### config.mk
export PLATFORM = sky130hd
export DESIGN_NAME = tensor_core_result_drain
export DESIGN_NICKNAME = d
export VERILOG_FILES = /design/src/rtl/tensor_core_result_drain.sv
export SDC_FILE = /design/constraint.sdc
export NUM_CORES = 1
export LEC_CHECK = 0
export ABC_CLOCK_PERIOD_IN_PS = 2900
export BUFFER_PORTS_ARGS = -buffer_cell sky130_fd_sc_hd__buf_2
export CAP_MARGIN = 10
export CORE_MARGIN = 5
export CORE_UTILIZATION = 55
export CTS_CLUSTER_DIAMETER = 40
export CTS_CLUSTER_SIZE = 14
export DETAILED_ROUTE_END_ITERATION = 8
export PLACE_DENSITY_LB_ADDON = 0.12
export SLEW_MARGIN = 30
export SYNTH_ARGS = -nofsm -noshare
export SYNTH_HDL_FRONTEND = slang
export SYNTH_SLANG_ARGS = --single-unit
### constraint.sdc
create_clock -name clock_in -period 2.9 [get_ports clock_in]
set_input_delay 0.145 -clock clock_in [delete_from_list [all_inputs] [get_ports clock_in]]
set_output_delay 0.145 -clock clock_in [all_outputs]
set_load 0.02 [all_outputs]
### src/rtl/tensor_core_result_drain.sv
// tensor_core_result_drain
// Walks the tensor core register file dual-read port over addresses
// 0..NUM_PAIRS-1. Each pair is captured in its own fetch cycle and then
// serialised, one element per transfer, onto a valid/ready stream. Flat
// element index 2*p is slot 0 of address p, and 2*p+1 is slot 1.
// Every output is driven straight from a flop. The next-cycle value of each
// output is decoded from the next state, so no output has combinational
// logic between the flops and the port.

module tensor_core_result_drain #(
    parameter int DATA_WIDTH = 8,
    parameter int NUM_PAIRS  = 9
) (
    input  logic                       clock_in,
    input  logic                       reset_in,
    input  logic                       start_in,
    output logic                       busy_out,
    output logic                       done_out,
    output logic [3:0]                 dual_read_register_address_out,
    input  logic [1:0][DATA_WIDTH-1:0] dual_read_data_in,
    output logic [DATA_WIDTH-1:0]      data_out,
    output logic                       valid_out,
    input  logic                       ready_in,
    output logic                       last_out,
    output logic [4:0]                 element_index_out
);

    localparam logic [3:0] LAST_PAIR = 4'(NUM_PAIRS - 1);

    typedef enum logic [2:0] {
        ST_IDLE  = 3'd0,
        ST_FETCH = 3'd1,
        ST_EMIT0 = 3'd2,
        ST_EMIT1 = 3'd3,
        ST_DONE  = 3'd4
    } state_t;

    state_t                       state_r;
    state_t                       state_next_s;
    logic [3:0]                   pair_idx_r;
    logic [3:0]                   pair_next_s;
    logic [1:0][DATA_WIDTH-1:0]   buf_r;
    logic [1:0][DATA_WIDTH-1:0]   buf_next_s;

    logic                         valid_next_s;
    logic                         last_next_s;
    logic                         done_next_s;
    logic                         busy_next_s;
    logic [DATA_WIDTH-1:0]        data_next_s;
    logic [4:0]                   index_next_s;

    logic                         valid_r;
    logic                         last_r;
    logic                         done_r;
    logic                         busy_r;
    logic [DATA_WIDTH-1:0]        data_r;
    logic [4:0]                   index_r;

    // Next-state, pair counter and capture buffer decode for the drain sequence.
    always_comb begin
        state_next_s = state_r;
        pair_next_s  = pair_idx_r;
        buf_next_s   = buf_r;
        case (state_r)
            ST_IDLE: begin
                if (start_in) begin
                    pair_next_s  = 4'd0;
                    state_next_s = ST_FETCH;
                end else begin
                    state_next_s = ST_IDLE;
                end
            end
            ST_FETCH: begin
                // The register file read is combinational, so the pair
                // addressed by pair_idx_r is valid during this cycle.
                buf_next_s   = dual_read_data_in;
                state_next_s = ST_EMIT0;
            end
            ST_EMIT0: begin
                if (ready_in) begin
                    state_next_s = ST_EMIT1;
                end else begin
                    state_next_s = ST_EMIT0;
                end
            end
            ST_EMIT1: begin
                if (ready_in) begin
                    if (pair_idx_r == LAST_PAIR) begin
                        state_next_s = ST_DONE;
                    end else begin
                        pair_next_s  = pair_idx_r + 4'd1;
                        state_next_s = ST_FETCH;
                    end
                end else begin
                    state_next_s = ST_EMIT1;
                end
            end
            ST_DONE: begin
                // start_in is deliberately not looked at here.
                state_next_s = ST_IDLE;
            end
            default: begin
                state_next_s = ST_IDLE;
            end
        endcase
    end

    // Decode the values the stream and status outputs take in the next state.
    always_comb begin
        valid_next_s = 1'b0;
        last_next_s  = 1'b0;
        data_next_s  = '0;
        index_next_s = 5'd0;
        done_next_s  = (state_next_s == ST_DONE);
        busy_next_s  = (state_next_s != ST_IDLE);
        case (state_next_s)
            ST_EMIT0: begin
                valid_next_s = 1'b1;
                data_next_s  = buf_next_s[0];
                index_next_s = {pair_next_s, 1'b0};
            end
            ST_EMIT1: begin
                valid_next_s = 1'b1;
                data_next_s  = buf_next_s[1];
                index_next_s = {pair_next_s, 1'b1};
                last_next_s  = (pair_next_s == LAST_PAIR);
            end
            default: begin
                valid_next_s = 1'b0;
                last_next_s  = 1'b0;
                data_next_s  = '0;
                index_next_s = 5'd0;
            end
        endcase
    end

    // Register the state, the pair counter and the capture buffers. Reset has the highest priority.
    always_ff @(posedge clock_in) begin
        if (reset_in) begin
            state_r    <= ST_IDLE;
            pair_idx_r <= 4'd0;
            buf_r      <= '0;
        end else begin
            state_r    <= state_next_s;
            pair_idx_r <= pair_next_s;
            buf_r      <= buf_next_s;
        end
    end

    // Register all stream and status outputs so they are glitch-free.
    always_ff @(posedge clock_in) begin
        if (reset_in) begin
            valid_r <= 1'b0;
            last_r  <= 1'b0;
            done_r  <= 1'b0;
            busy_r  <= 1'b0;
            data_r  <= '0;
            index_r <= 5'd0;
        end else begin
            valid_r <= valid_next_s;
            last_r  <= last_next_s;
            done_r  <= done_next_s;
            busy_r  <= busy_next_s;
            data_r  <= data_next_s;
            index_r <= index_next_s;
        end
    end

    assign dual_read_register_address_out = pair_idx_r;
    assign data_out                       = data_r;
    assign valid_out                      = valid_r;
    assign last_out                       = last_r;
    assign element_index_out              = index_r;
    assign done_out                       = done_r;
    assign busy_out                       = busy_r;

endmodule

## Word level (Yosys, flattened, before mapping)

Index checks and enable logic that the tools add are counted.

- Bitwise operators: 1
- Add/subtract/negate cells: 1
- Eq/ne operators: 8
- Reduce and logical (&&, ||, !) cells: 4
- Mux-type cells: 13

Operators by type and width:

| kind | number |
|---|---|
| two-way mux 16 bit | 1 |
| one-hot mux 8 bit (2 select lines) | 1 |
| == test 3 x 2 -> 1 bit, second input constant | 4 |
| two-way mux 4 bit | 3 |
| one-hot mux 3 bit (4 select lines) | 1 |
| one-hot mux 5 bit (2 select lines) | 1 |
| == test 4 bit, second input constant | 2 |
| one-hot mux 4 bit (2 select lines) | 1 |
| two-way mux 3 bit | 2 |
| adder 4 x 1 -> 4 bit, second input constant | 1 |
| OR reduction 2 bit | 2 |
| == test 3 x 1 -> 1 bit, second input constant | 1 |
| == test 3 bit, second input constant | 1 |
| zero test 3 bit | 1 |
| two-way mux 1 bit | 3 |
| nonzero test 3 bit | 1 |
| inverter 1 bit | 1 |

- Register bits after elaboration: 40

## Longest topological paths before layout

- Depth in word-level cells: 7
- Mapped depth: 7
- Mapped depth without buffers: 6

## Least setup slack after synthesis

No wires, ideal clock.

- Path type: register -> register
- From: register state_r[1]
- To: register data_r[7] (netlist: data_out[7])
- Setup time: 0.122 ns
- Clock period less this slack: 1.769 ns
- Path buffers: 1
- Setup slack: 1.131 ns
- Arrival time: 1.647 ns
- Cell stages (with the launch flop): 6
- Data required time: 2.778 ns
- Path through: dfxtp_1 -> buf_4 -> nor3b_4 -> mux4_2 -> nor2b_1 -> a221o_1

- Word-level cells in the longest chain between the ends: 4
- Elaborated cells on any way between the ends: 9

Ends and longest elaborated chain:

| item | line | text |
|---|---|---|
| start: declaration | 38 | `state_t state_r;` |
| start signal: assignment | 144 | `state_r <= state_next_s;` |
| == test 3 x 2 -> 1 bit (tied with other cells) | 64 | `case (state_r)` |
| one-hot mux 3 bit (4 select lines) | 64 |  |
| == test 3 x 2 -> 1 bit | 116 | `case (state_next_s)` |
| one-hot mux 8 bit (2 select lines) * | 116 |  |
| end signal: assignment | 164 | `data_r <= data_next_s;` |
| end: declaration | 56 | `logic [DATA_WIDTH-1:0] data_r;` |

Every way passes the cells marked *; elsewhere a longest branch is shown, timed or not.
A chain may end at the register's enable or synchronous reset.

## Worst setup path after layout

- From: register state_r[0]
- To: register data_r[7] (netlist: data_out[7])

The elaborated chain is that of the path after synthesis.

==> metrics.md <==
| Metric | Value |
|---|---|
| Final setup viols | `0` |
| Synthesized area per cell | `9.23 µm²` |
| Routed length per instance | `14.6 µm` |
| Most instantiated cells after synthesis | `dfxtp_1 (40), nand2_1 (33), a21oi_1 (19)` |
| DIE AREA | `4080 µm²` |
| Routed Antenna Nets | `0` |
| Mapped Cells | `173` |
| Fmax | `0.487 GHz` |
| Clock Skew | `0.0157 ns` |
| Worst-Margin Slew | `0.608 ns` |
| Most frequent cell after synthesis | `dfxtp_1` |
| Sequential power share | `54.6%` |
| Clk sink count | `40` |
| DR vias/cell | `5.62` |
| Antenna violations before repair | `0` |
| Reg clk slew, reported paths | `0.13 ns` |
| Setup TNS Final | `0 ns` |
| Cell area after synthesis | `1600 µm²` |
| Share of the synthesized area in the top cell type | `50.2%` |
| Root buffer cell | `clkbuf_4` |
| Sw Share | `25.7%` |
| Tot GR Track Use | `18.4%` |
| Gpl congestion | `0.849` |
| CP Class | `register to register` |
| DRT Pass-1 Iters | `4` |
| P_int | `0.000807 W` |
| I/O pins | `41` |
| Ant diodes | `0` |
| Total CTS buffers | `5` |
| Post-Route WL | `3540 µm` |
| Synth top area cells | `dfxtp_1 (50%), nand2_1 (7.8%), a21oi_1 (6.0%)` |
| Vias in the first global route | `1339` |
| Leak Pwr | `0.800 nW` |
| Comb power frac | `11.6%` |
| Outcome | `finished clean` |
| Die X | `63.9 µm` |
| # Max-Cap Violations | `0` |
| Critical Path Sink Type | `register` |
| PostCTS Resize Cnt | `0` |
| Async SR Flop Fraction | `0%` |
| Post-synth EDFFs | `0` |
| Deepest clock path buffer count | `2` |
| I/O Buffers | `40` |
| Startpoint Class | `register` |
| DP Area | `1780 µm²` |
| Starting Density | `57.9%` |
| Max VDD drop | `555 µV` |
| Critical Path AT | `2.31 ns` |
| Final Power | `0.00109 W` |
| Synth warn | `0` |
| # rows | `19` |
| Area Growth Syn to Fin | `17.9%` |
| Die Y-Extent | `63.9 µm` |
| Core Util, Final | `68.2%` |
| Post-synthesis cell type count | `37` |
| Worst-Skew Late Latency | `0.35 ns` |
| Clk pwr share | `33.9%` |
| Syn nets | `195` |
| Final period util | `70.8%` |
| Final slew viol count | `0` |
| Worst path required time | `3.16 ns` |
| Hold/Removal Path Class | `input pin to register` |
| Relative slew slack | `59.4%` |
| Minimum clock period | `2.05 ns` |
| RSZ-0062 raised after global routing | `false` |
| Post-synthesis sequential area ratio | `50.2%` |
| TritonCTS clock tree | `yes` |
| Drt drc | `0` |
| Total congestion overflow | `0` |
| Final #Nets | `233` |
| Post-CTS Setup Repair Bufs | `0` |
| Pwr dens | `578 nW/µm²` |
| Yosys reg bits | `40` |
| Largest net degree at the start of global routing | `26` |
| Core outline area | `2760 µm²` |
| Post-Layout Inst Area | `1880 µm²` |
| Layout cells sized above 1 | `27.4%` |
| H-tree Lvls | `2` |
| Detailed placement HPWL | `2490 µm` |
| Switch Pwr | `0.000280 W` |
| Leading area contributor after synthesis | `dfxtp_1` |
| Initial DRC count | `121` |
| First-pass GRT wire length | `5960 µm` |
| Final Hold Fails | `0` |
| Ys flop type | `dfxtp_1` |
| Fillers | `234` |
| Worst-path fanout max | `17` |
| DR vias | `1365` |
[sequential cells by signal, indices dropped and copies added (netlist names)]
name / count
dual_read_register_address_out: 4
buf_r: 16
state_r: 3
last_out: 1
element_index_out: 5
data_out: 8
valid_out: 1
busy_out: 1
done_out: 1
[per-layer routing]
| metal | GRT usage [%] | share of wire, % | vias up |
|---|---|---|---|
| met3 | 7.18 | 6.0 | 9 |
| met4 | 7.27 | 2.0 | 0 |
| met2 | 32.7 | 52 | 40 |
| li1 | - | - | 673 |
| met1 | 19.3 | 40 | 643 |
| met5 | 0 | 0 | - |
[through the flow]
step / setup WS, ns / hold slack, ns / instances
2_1_floorplan: 1.13 / 0.263 / 173
3_3_place_gp: 0.955 / 0.377 / 233
3_5_place_dp: 0.836 / 0.375 / 233
4_1_cts: 0.850 / 0.0000457 / 241
5_1_grt: 0.755 / 0.00330 / 243
6_report: 0.848 / 0.0136 / 243
[final timing paths]
path	from	to	slack (ns)	depth (start not counted)
max reg2reg	state_r[0]	data_out[7]	0.85	5
max	state_r[0]	data_out[7]	0.85	5
min	dual_read_data_in[12]	buf_r[12]	0.01	3
min reg2reg	buf_r[1]	buf_r[1]	0.47	2
[cell usage in the layout (no fill, tap or decap), types with 2 or more instances in the layout]
cell and n:
dfxtp_1 40, buf_2 40, nand2_1 33, a21oi_1 19, nor2_1 9, o21ai_0 8
mux2i_1 7, a22oi_1 7, inv_1 6, clkbuf_4 5, and3_1 2, nand3b_1 2
and4b_1 2, nor3_1 2, a211oi_1 2, nor3b_1 2, ha_1 2, dlygate4sd3_1 2
[worst max-delay path, cell delays in order (launching register included)]
cell and delay (ns):
dfxtp_1 0.55, nor3b_4 0.24, buf_4 0.24, mux4_2 0.53
nor2b_1 0.15, a221o_1 0.26
[power groups by stage]
stage | clock (W) | combinational, W | sequential [W]
floorplan | 0 | 0.0000865 | 0.000607
global placement | 0 | 0.000121 | 0.000602
detailed placement | 0 | 0.000125 | 0.000606
CTS | 0.000376 | 0.000125 | 0.000593
global route | 0.000406 | 0.000139 | 0.000597
finish | 0.000368 | 0.000126 | 0.000593
[logic make-up (layout without fill, tap and decap cells)]
family / Yosys count / after routing / synth area share (%)
AO/OA/AOI/OAI: 42 / 42 / 16.5
XOR/XNOR: 1 / 1 / 0.549
adder cells (fa/ha/maj): 2 / 2 / 1.57
buffers and inverters: 19 / 58 / 5.80
flip-flops: 40 / 40 / 50.2
multiplexers: 8 / 8 / 5.80
AND/OR/NAND/NOR: 61 / 61 / 19.7
[layout make-up]
class                           instances  area (µm²)  area share (%)
Clock inverter                          3        42.5            2.26
Sequential cell                        40         801            42.6
Inverter                                7        31.3            1.66
Tap cell                               31        38.8            2.06
Clock buffer                            5        37.5            1.99
Multi-Input combinational cell        114         703            37.4
Timing Repair Buffer                   43         228            12.1
[what timing repair did]
item	4_1_cts	5_1_grt
hold endpoints to repair	0	2
hold buffers	0	2
endpoints found under the setup margin	0	0
(Power assumes the default switching activity.)
